$ cat src/rtl/video_daisy_avalon_ctrl_n.sv
// Avalon-MM configuration master that writes a bypass bit into each daisy-chained
// video core, one core at a time, on a debounced key press or a switch change.
module video_daisy_avalon_ctrl_n #(
   parameter int NUM_CORES       = 4,
   parameter int AW              = 2,
   parameter int DW              = 32,
   parameter int BYPASS_ADDR     = 0,
   parameter int DEBOUNCE_CYCLES = 500000,
   parameter int AUTO_UPDATE     = 1
) (
   input  logic                    sys_clk,
   input  logic                    sys_rst,
   input  logic [NUM_CORES-1:0]    core_bypass,
   input  logic                    avalon_write_n,
   output logic [NUM_CORES*AW-1:0] avs_address,
   output logic [NUM_CORES-1:0]    avs_write,
   output logic [NUM_CORES*DW-1:0] avs_writedata,
   input  logic [NUM_CORES-1:0]    avs_waitrequest,
   output logic                    busy,
   output logic                    done
);

   localparam int IW  = (NUM_CORES > 1) ? $clog2(NUM_CORES) : 1;
   localparam int CW  = $clog2(DEBOUNCE_CYCLES);
   localparam int ATW = NUM_CORES * AW;
   localparam int DTW = NUM_CORES * DW;

   typedef enum logic [1:0] {IDLE, WRITE, DONE} state_t;

   state_t                 state;
   logic [IW-1:0]          idx;
   logic [IW-1:0]          idx_nxt;
   logic                   pending;
   logic [NUM_CORES-1:0]   snapshot;

   logic                   key_s1, key_s2;
   logic [NUM_CORES-1:0]   sw_s1, sw_s2;
   logic [CW-1:0]          db_cnt;
   logic                   key_db;
   logic                   key_trig;
   logic                   sw_trig;

   always_ff @(posedge sys_clk) begin
      if (sys_rst) begin
         key_s1 <= 1'b1;
         key_s2 <= 1'b1;
         sw_s1  <= '0;
         sw_s2  <= '0;
      end else begin
         key_s1 <= avalon_write_n;
         key_s2 <= key_s1;
         sw_s1  <= core_bypass;
         sw_s2  <= sw_s1;
      end
   end

   // The counter only runs while the synced key disagrees with the debounced level,
   // so any bounce back to the old level restarts the qualification window.
   always_ff @(posedge sys_clk) begin
      if (sys_rst) begin
         db_cnt   <= '0;
         key_db   <= 1'b1;
         key_trig <= 1'b0;
      end else begin
         key_trig <= 1'b0;
         if (key_s2 == key_db) begin
            db_cnt <= '0;
         end else if (db_cnt == CW'(DEBOUNCE_CYCLES - 1)) begin
            db_cnt   <= '0;
            key_db   <= key_s2;
            key_trig <= key_db & ~key_s2;
         end else begin
            db_cnt <= db_cnt + CW'(1);
         end
      end
   end

   assign sw_trig = (AUTO_UPDATE != 0) && (sw_s2 != snapshot) && (state == IDLE) && !pending;
   assign idx_nxt = idx + IW'(1);

   always_ff @(posedge sys_clk) begin
      if (sys_rst) begin
         state         <= IDLE;
         idx           <= '0;
         pending       <= 1'b0;
         snapshot      <= '0;
         avs_write     <= '0;
         avs_address   <= '0;
         avs_writedata <= '0;
         busy          <= 1'b0;
         done          <= 1'b0;
      end else begin
         done <= 1'b0;
         if (key_trig && (state != IDLE))
            pending <= 1'b1;
         case (state)
            IDLE: begin
               if (key_trig || sw_trig || pending) begin
                  state         <= WRITE;
                  busy          <= 1'b1;
                  idx           <= '0;
                  pending       <= 1'b0;
                  snapshot      <= sw_s2;
                  avs_write     <= NUM_CORES'(1);
                  avs_address   <= ATW'(AW'(BYPASS_ADDR));
                  avs_writedata <= DTW'(sw_s2[0]);
               end
            end
            WRITE: begin
               // A stalled core keeps every output frozen until it accepts.
               if (!avs_waitrequest[idx]) begin
                  avs_write     <= '0;
                  avs_address   <= '0;
                  avs_writedata <= '0;
                  if (idx == IW'(NUM_CORES - 1)) begin
                     state <= DONE;
                     done  <= 1'b1;
                  end else begin
                     idx                               <= idx_nxt;
                     avs_write[idx_nxt]                <= 1'b1;
                     avs_address[idx_nxt*AW +: AW]     <= AW'(BYPASS_ADDR);
                     avs_writedata[idx_nxt*DW +: DW]   <= DW'(snapshot[idx_nxt]);
                  end
               end
            end
            DONE: begin
               state <= IDLE;
               busy  <= 1'b0;
            end
            default: begin
               state <= IDLE;
               busy  <= 1'b0;
            end
         endcase
      end
   end

endmodule

$ cat config.mk
export PLATFORM = sky130hd
export DESIGN_NAME = video_daisy_avalon_ctrl_n
export DESIGN_NICKNAME = d
export VERILOG_FILES = /design/src/rtl/video_daisy_avalon_ctrl_n.sv
export SDC_FILE = /design/constraint.sdc
export NUM_CORES = 1
export LEC_CHECK = 0
export CAP_MARGIN = 15
export CORE_ASPECT_RATIO = 0.6
export CORE_MARGIN = 4
export CORE_UTILIZATION = 38
export CTS_BUF_LIST = sky130_fd_sc_hd__clkbuf_8
export CTS_CLUSTER_DIAMETER = 200
export DETAILED_ROUTE_END_ITERATION = 16
export PLACE_DENSITY_LB_ADDON = 0.2
export SLEW_MARGIN = 0
export SYNTH_ARGS = -nofsm -noshare
export SYNTH_HDL_FRONTEND = slang
export SYNTH_SLANG_ARGS = --single-unit
$ cat constraint.sdc
create_clock -name sys_clk -period 1.65 [get_ports sys_clk]
set_input_delay 0.4125 -clock sys_clk [delete_from_list [all_inputs] [get_ports sys_clk]]
set_output_delay 0.4125 -clock sys_clk [all_outputs]
set_load 0.005 [all_outputs]
### Yosys cells after proc, flatten, opt, wreduce, memory -nomap -nowiden

Index checks and enable logic that the tools add are counted.

* register bits after elaboration: 182
* input port bits: 11
* word-level logic and storage cells: 94

* muxes and demuxes: 32
* bitwise operators: 7
* shifts and indexed selects: 4
* reductions and logical operators: 19
* equality and inequality tests: 9
* magnitude comparators: 3
* add/subtract/negate cells: 4

Operators with widths (number)
* $mux 128: 3
* $pmux 128 s2: 1
* $and 128x128->128: 1
* $shift 32x34->128 const A: 1
* $shiftx 32x34->128: 1
* $neg 3->34: 1
* $neg 7->34: 1
* $shift 2x34->8 const A: 1
* $shiftx 2x34->8 const A: 1
* $mux 8: 3
* $add 19x1->19 const B: 1
* $eq 19x19->1 const B: 1
* $pmux 8 s2: 1
* $mux 2: 6
* $mux 4: 3
* $reduce_or 3->1: 3
* $and 8x8->8: 1
* $mux 1: 8
* $pmux 2 s2: 2
* $pmux 4 s2: 1
* $lt 2x3->1 const B: 2
* $ne 2x2->1 const B: 3
* $reduce_and 2->1: 3
* $reduce_and 3->1: 2
* other kinds (18): 27

### Longest topological paths before layout

Gate-level depths: netlist of run 1.

* depth after elaboration: 8
* depth in mapped cells: 7

### Worst setup path after synthesis of run 1

Ideal clock, no wire load.

* kind: register to register
* from: register db_cnt[0]
* to: register db_cnt[14]
* data required time: 1.535 ns
* period minus slack after synthesis: 1.763 ns
* path slack: -0.113 ns
* cell stages (with the launch flop): 7
* arrival: 1.648 ns
* cell sequence: dfxtp_1 -> ha_1 -> nand3_2 -> or3_2 -> o21ai_2 -> buf_4 -> nor2_1

* cells in the longest elaborated chain, start to end: 2
* elaborated cells on any way between the ends: 3
* classes of those cells: add/sub (1); eq/ne (1); reduce/logical (1)

RTL lines
* start, declared: RTL line 38 `logic [CW-1:0] db_cnt;`
* start signal, assigned: RTL line 73 `db_cnt <= db_cnt + CW'(1);`
* branches (longest 2 deep; another with $add 19x1->19)

Several ways; the timed one is not identified.
A chain may end at the register's enable or synchronous reset.

### Worst setup path in the final report of run 1

* from: register db_cnt[0]
* to: register db_cnt[16]

The elaborated chain is that of the path after synthesis.

==> impl_metrics.yaml, run 1 <==
layout:
  seqCellArea_sq_um: 1020
  fillers: 791
  utilization_pct: 44.2
  antenna_cells: 0
  nNetsFinal: 442
  drive_gt1_share_pct: 20.7
  fin_area_sq_um: 3540
  multi_input_area_sq_um: 1720
  area_growth_pct: 11.5
setup_path:
  path_buf_inv: 0
  ff2ff_path_depth: 5
  end_kind: "flop"
  cp_slowest_cell: "or4_4"
  crit_path_max_incr_delay_ps: 540
  r2r_start: "db_cnt[0]"
  r2r-end: "db_cnt[16]"
  critical_path.cell_chain: "ha_4 > nand3_4 > or4_4 > or3_4 > a21oi_2"
  worstPathRequired_ps: 1890
  r2r_slack_ps: -20
  crit_path_start_kind: "flop"
  path_class: "reg2reg"
  cp.arrival_ps: 1910
  crit_start: "db_cnt[0]"
  path_max_fanout: 5
  critPathTopFamily: "simple AND/OR/NAND/NOR gates"
synth:
  synth_edf_count: 0
  synth_cells: 366
  synth_top_area_share_pct: 31.5
  synth.most_common_cell: "buf_4"
  synth_area_leaders: "dfxtp_1 32%, buf_4 31%, xnor2_1 4.1%"
  async_flop_share_pct: 0
  ys_warn_count: 0
  yosysUniqueCellTypes: 45
  ys_ff_latch: 50
  ys_seq_area_share_pct: 31.5
  synth.avg_cell_area_sq_um: 8.68
  synth_top_cell_by_area: "dfxtp_1"
  yosys-top-cells-count: "133 x buf_4, 50 x dfxtp_1, 25 x nor2_1"
  syn_area_sq_um: 3180
  synth_top_flop_cell: "dfxtp_1"
sta:
  setup-violations-final: 3
  finalHoldViolCount: 0
  grt_setup_unrepaired: "true"
  maxSlewViolCount: 0
  layout_min_cycle_time_ps: 1670
  setup_ws_ps: -17.8
  min_period_over_period_pct: 101
  skew_ps: 10.2
  whs_ps: 422
  fmax_mhz: 600
place:
  placed_area_sq_um: 3310
  post-dp-hpwl_mm: 4.65
  io_buffers: 20
  routabilityCongestion: 0.799
drt:
  dr.pass1.iters: 4
  dr_total_vias: 2106
  via_per_inst: 3.94
  wl_per_cell_um: 10.9
  wirelength_mm: 5.83
  drc: 0
  ant_nets: 0
  dr.first_iter.drc_count: 99
global_routing:
  grt_overflow: 0
  antenna_found_initial: 0
  first_global_vias: 1803
  grt_max_degree: 19
  grtUsageTotal_pct: 11.1
  grt_pass1_wl_mm: 9.03
clock_tree:
  cts_tree: "done"
  h-tree-depth: 2
  clockBufferDepth: 2
  cts_hold_buf: 0
  cts_root_buffer: "clkbuf_8"
  cts_buffers: 5
  cts.sinks: 50
  cts.clk_slew.worst_paths_ps: 100
  clkLatencyLatePin_ps: 310
hold_path:
  holdCritStartpoint: "key_s1"
  hp-class: "reg2reg"
  worst_hold_path.num_cells: 1
  hold_end: "key_s2"
outcome:
  status: "complete, but fails checks"
  violations: "setup timing"
die:
  initial_core_util_pct: 39.7
  row_count: 25
  die_height_um: 78.8
  coreArea_sq_um: 8010
  io_pins: 153
  die-area_sq_um: 9940
  fp.dieW_um: 126
power_and_ir_drop:
  ir_worst_vdd_v: 0.000342
  power_switching_w: 0.000717
  pwr_density_cell_nw_per_um2: 694
  p_leak_nw: 1.50
  power.internal_w: 0.00174
  power_frac_clock_pct: 31.0
  pwr-share-comb_pct: 17.5
  seqPwrFrac_pct: 51.4
  swShare_pct: 29.2
run:
  cap_violations: 0
## timing repair
item,CTS,global route
setup endpoints to repair,5,32
setup buffers,0,2
gates resized for setup,3,31
pin swaps,6,6
hold endpoints to repair,0,0
## worst max path at each step
stage	endpoint	slack [ps]	depth (start not counted)
floorplan	avs_writedata[96]	8	5
global placement	idx[0]	-360	5
detailed placement	idx[0]	-410	5
CTS	db_cnt[16]	-7	5
global route	db_cnt[16]	-90	5
finish	db_cnt[16]	-20	5
## final cells by class
type | count | share of cell area (%)
clock buffers | 5 | 1.94
repair buffers | 60 | 14.9
flip-flops and latches | 50 | 28.9
multi-input cells | 298 | 48.7
well taps | 108 | 3.82
clock inverters | 3 | 0.707
inverters | 10 | 1.06
## state kept, by name (all words and copies together), names as in the netlist, 2 cells and up
register	cells
sw_s1	4
db_cnt	19
idx	2
state	2
avs_writedata	4
snapshot	4
avs_write	4
sw_s2	4
## layer usage
metal	wire [um]	track usage, %
met5	0	0
met4	34	2.68
met3	541	2.82
met2	2270	15.0
met1	2980	17.3
## cell usage in the layout, fill, tap and decap left out, types with 10 or more instances in the layout
| cell type | n |
|---|---|
| nor2b_1 | 10 |
| dfxtp_1 | 35 |
| conb_1 | 132 |
| clkdlybuf4s50_1 | 16 |
| dfxtp_2 | 13 |
| xnor2_1 | 15 |
| inv_1 | 10 |
| buf_4 | 38 |
| nand2_1 | 11 |
| a21oi_1 | 10 |
| nor2_1 | 24 |
| nand3_1 | 10 |
## power by group through the flow
stage | logic, W | clock network (W) | registers [W]
2_1_floorplan | 0.000468 | 0 | 0.00129
3_3_place_gp | 0.000387 | 0 | 0.00129
3_5_place_dp | 0.000387 | 0 | 0.00129
4_1_cts | 0.000394 | 0.000783 | 0.00127
5_1_grt | 0.000480 | 0.000853 | 0.00127
6_report | 0.000431 | 0.000762 | 0.00126
## logic make-up after synthesis
logic type	count (synthesis)	share of synthesized area [%]
buffers and inverters	149	33.3
and+or+nand+nor	103	18.2
DFF	50	31.5
AOI/OAI and AO/OA	28	5.59
xor gates and xnor gates	18	4.96
muxes	11	3.94
adders and majority gates	6	2.36
other	1	0.118
## stage by stage
stage / worst slack (ps) / cells / total power [W] / TNS (ps)
3_5_place_dp: -406 / 524 / 0.00168 / -3540
4_1_cts: -7.28 / 532 / 0.00244 / -7.71
2_1_floorplan: 8.31 / 497 / 0.00175 / 0
3_3_place_gp: -361 / 524 / 0.00168 / -3410
5_1_grt: -94.9 / 534 / 0.00260 / -278
6_report: -17.8 / 534 / 0.00246 / -24.1
Power figures use the tool's default switching activity.
==> run 2, diff against run 1 <==
- CORE_UTILIZATION: 38 -> 27
- PLACE_DENSITY: not set -> 0.55
- PLACE_DENSITY_LB_ADDON: 0.2 -> not set
- SETUP_SLACK_MARGIN: not set -> 0.5
==> impl_metrics.yaml, run 2 (synthesis results as in run 1) <==
clock_tree:
  clkLatencyLatePin_ps: 310
  cts_buffers: 5
  clockBufferDepth: 2
  cts_hold_buf: 0
  cts.clk_slew.worst_paths_ps: 90
  cts_root_buffer: "clkbuf_8"
  cts.sinks: 50
  h-tree-depth: 2
  cts_tree: "done"
sta:
  finalSetupTns_ps: 0
  whs_ps: 416
  skew_ps: 8.20
  setup-violations-final: 0
  finalHoldViolCount: 0
  layout_min_cycle_time_ps: 1640
  fmax_mhz: 611
  min_period_over_period_pct: 99.1
  maxSlewViolCount: 0
  grt_setup_unrepaired: "true"
run:
  cap_violations: 0
setup_path:
  path_max_fanout: 4
  end_kind: "flop"
  r2r_slack_ps: 10
  path_class: "reg2reg"
  cp.arrival_ps: 1880
  worstPathRequired_ps: 1900
  ff2ff_path_depth: 5
  crit_path_start_kind: "flop"
global_routing:
  grt_pass1_wl_mm: 10.2
  grt_max_degree: 19
  grt_overflow: 0
  antenna_found_initial: 0
  grtUsageTotal_pct: 9.21
  first_global_vias: 2032
place:
  routabilityCongestion: 0.840
  post-dp-hpwl_mm: 4.97
  placed_area_sq_um: 3370
  io_buffers: 20
layout:
  layout_common_cells: "132 x conb_1, 35 x buf_4, 26 x dfxtp_2, 23 x nor2_1, 19 x dfxtp_1"
  antenna_cells: 0
  largest_reg_flops: 19
  area_growth_pct: 21.0
  drive_gt1_share_pct: 32.0
  regMostFlops: "db_cnt"
  final_common_cell: "conb_1"
  fin_area_sq_um: 3840
  nNetsFinal: 447
die:
  die_height_um: 92.0
  io_pins: 153
  initial_core_util_pct: 27.8
  fp.dieW_um: 148
  die-area_sq_um: 13600
  coreArea_sq_um: 11400
  row_count: 30
hold_path:
  hp-class: "reg2reg"
  worst_hold_path.num_cells: 1
power_and_ir_drop:
  ir_worst_vdd_v: 0.000312
  p_leak_nw: 1.59
  pwr_density_cell_nw_per_um2: 655
drt:
  via_per_inst: 3.71
  wl_per_cell_um: 11.0
  dr.first_iter.drc_count: 86
  dr_total_vias: 2192
  wirelength_mm: 6.52
  ant_nets: 0
  dr.pass1.iters: 4
  drc: 0
outcome:
  status: "finished, final reports clean"
==> run 2: cell types whose count changed in the layout (fill, tap and decap cells not counted), moves of 4 or more <==
cell             delta
dfxtp_1            -16
dlymetal6s2s_1      -4
clkdlybuf4s50_1    -11
buf_6              +15
dfxtp_2            +13
nor4_1              -4
dlygate4sd2_1       +5
==> run 2: layout make-up <==
cell class	instances	area (sq um)
clock inverter	2	8.76
tap	160	200
inverter	10	37.5
multi-input combinational	298	1880
clock buffer	6	82.6
timing repair buffer	65	582
sequential	50	1050
fill	1164	7570
==> run 2: power breakdown <==
part,internal [W],switching (W),total (W),leakage (nW)
registers,0.00124,0.0000278,0.00127,0.423
logic,0.000236,0.000279,0.000515,1.11
clock network,0.000333,0.000400,0.000733,0.0524
==> run 2: metal layers <==
metal | GRT usage, % | share of wire [%]
met5 | 0 | 0
met4 | 3.00 | 1.3
met3 | 2.42 | 7.5
met2 | 13.5 | 45
met1 | 13.1 | 47
==> run 2: critical path: stages (launching register included) <==
cell,delay [ps]
dfxtp_4,380
ha_4,150
nand3_4,70
or4_4,510
or3_4,340
a21oi_2,120
==> run 2: path summary, 6_finish.rpt <==
check	startpoint	endpoint
max	db_cnt[0]	db_cnt[18]
min	key_s1	key_s2
max reg2reg	db_cnt[0]	db_cnt[18]
min reg2reg	key_s1	key_s2
==> run 2: stage by stage <==
step	instances	utilization (%)	setup WS, ps	power [W]
after CTS	586	32.4	12.6	0.00249
after detailed placement	566	29.5	-336	0.00170
final	591	33.7	14.5	0.00252
after floorplan	497	-	62.6	0.00180
after global placement	566	29.5	-300	0.00170
after global routing	591	33.7	-56.5	0.00266
==> run 2: repair_timing <==
item,CTS,global route
endpoints found under the setup margin,47,50
cloned,0,0
gates resized for setup,92,29
setup buffers,12,5
pin swaps,16,13
==> run 3, diff against run 2 <==
- TNS_END_PERCENT: not set -> 1
==> impl_metrics.yaml, run 3 (synthesis results as in run 1) <==
die:
  fp.dieW_um: 148
  io_pins: 153
  initial_core_util_pct: 27.8
  row_count: 30
  die-area_sq_um: 13600
  die_height_um: 92.0
  coreArea_sq_um: 11400
global_routing:
  grt_pass1_wl_mm: 9.63
  grtUsageTotal_pct: 8.78
  grt_overflow: 0
  antenna_found_initial: 0
  first_global_vias: 1916
  grt_max_degree: 19
sta:
  finalHoldViolCount: 0
  layout_min_cycle_time_ps: 1650
  setup-violations-final: 1
  fmax_mhz: 606
  grt_setup_unrepaired: "true"
  skew_ps: 13.6
  maxSlewViolCount: 0
  setup_ws_ps: -0.447
  min_period_over_period_pct: 100
place:
  routabilityCongestion: 0.841
  dp_cells: 568
  post-dp-hpwl_mm: 4.85
  io_buffers: 20
layout:
  fillers: 1206
  layout_common_cells: "132 x conb_1, 30 x buf_4, 24 x dfxtp_2, 22 x dfxtp_1, 17 x nor2_1"
  nNetsFinal: 436
  fin_cells: 580
  regMostFlops: "db_cnt"
  drive_gt1_share_pct: 29.3
  largest_reg_flops: 19
  final_common_cell: "conb_1"
  area_growth_pct: 16.3
  antenna_cells: 0
clock_tree:
  h-tree-depth: 2
  cts_root_buffer: "clkbuf_8"
  clockBufferDepth: 2
  clkLatencyLatePin_ps: 310
  cts_buffers: 5
  cts.sinks: 50
  cts.clk_slew.worst_paths_ps: 100
  cts_tree: "done"
  cts_hold_buf: 0
outcome:
  violations: "setup timing"
  status: "complete, but fails checks"
power_and_ir_drop:
  p_leak_nw: 1.53
  power_w: 0.00267
  pwr_density_cell_nw_per_um2: 724
  ir_worst_vdd_v: 0.000323
setup_path:
  worstPathRequired_ps: 1890
  path_class: "reg2reg"
  crit_path_start_kind: "flop"
  ff2ff_path_depth: 5
  path_max_fanout: 3
  cp.arrival_ps: 1890
  end_kind: "flop"
drt:
  via_per_inst: 3.79
  ant_nets: 0
  dr.first_iter.drc_count: 124
  wirelength_mm: 6.42
  dr.pass1.iters: 6
  drc: 0
  dr_total_vias: 2197
  wl_per_cell_um: 11.1
run:
  cap_violations: 0
hold_path:
  worst_hold_path.num_cells: 1
  hp-class: "reg2reg"
[run 3: cell count changes in the layout (fill, tap and decap cells not counted), sizes merged]
cell,before,now
bufinv,0,1
clkinv,1,0
buf,55,43
clkdlybuf4s50,5,6
[run 3: timing repair]
action                                  CTS  global route
resized for setup                       101            13
endpoints found under the hold margin     0             0
pin swaps                                33            17
buffers inserted                          3             1
endpoints found under the setup margin   47            49
[run 3: per-layer routing]
layer,GRT usage (%),vias up,part of all wire [%]
met3,3.06,8,8.8
met2,13.3,96,45
met1,12.1,1031,45
met5,0,-,0
met4,1.77,0,0.62
li1,-,1062,-
[run 3: layout make-up]
class / count / area [sq um] / area share, %
Multi-Input combinational cell: 298 / 1840 / 49.9
Clock buffer: 6 / 82.6 / 2.24
Clock inverter: 2 / 38.8 / 1.05
Sequential cell: 50 / 1050 / 28.3
Inverter: 10 / 37.5 / 1.02
Timing Repair Buffer: 54 / 447 / 12.1
Tap cell: 160 / 200 / 5.42
[run 3: through the flow]
step	area (sq um)	setup slack, ps	util, %	setup TNS, ps	hold WS (ps)
after floorplan	3720	61.0	-	0	389
after global placement	3320	-370	29.1	-2920	397
after detailed placement	3320	-452	29.1	-3350	410
after CTS	3630	-2.22	31.8	-2.22	433
after global routing	3690	-74.8	32.4	-356	455
final	3690	-0.447	32.4	-0.447	426
[run 3: final timing paths]
| check | slack (ps) | from | end |
|---|---|---|---|
| setup / recovery | -0.4 | snapshot[1] | avs_writedata[32] |
| setup reg to reg | -0.4 | snapshot[1] | avs_writedata[32] |
| hold reg to reg | 430 | key_s1 | key_s2 |
| hold / removal | 430 | key_s1 | key_s2 |
[run 3: critical path: stages, from the launching register on]
cell	delay [ps]
dfxtp_2	360
xor2_1	190
or4_4	440
o211ai_1	230
buf_4	170
mux2i_1	200
[run 3: where the power goes]
| part | internal (W) | switching (W) | total (W) |
|---|---|---|---|
| Sequential | 0.00124 | 0.0000287 | 0.00127 |
| Combinational | 0.000201 | 0.000264 | 0.000465 |
| Clock | 0.000499 | 0.000438 | 0.000937 |
| Total | 0.00194 | 0.000731 | 0.00267 |
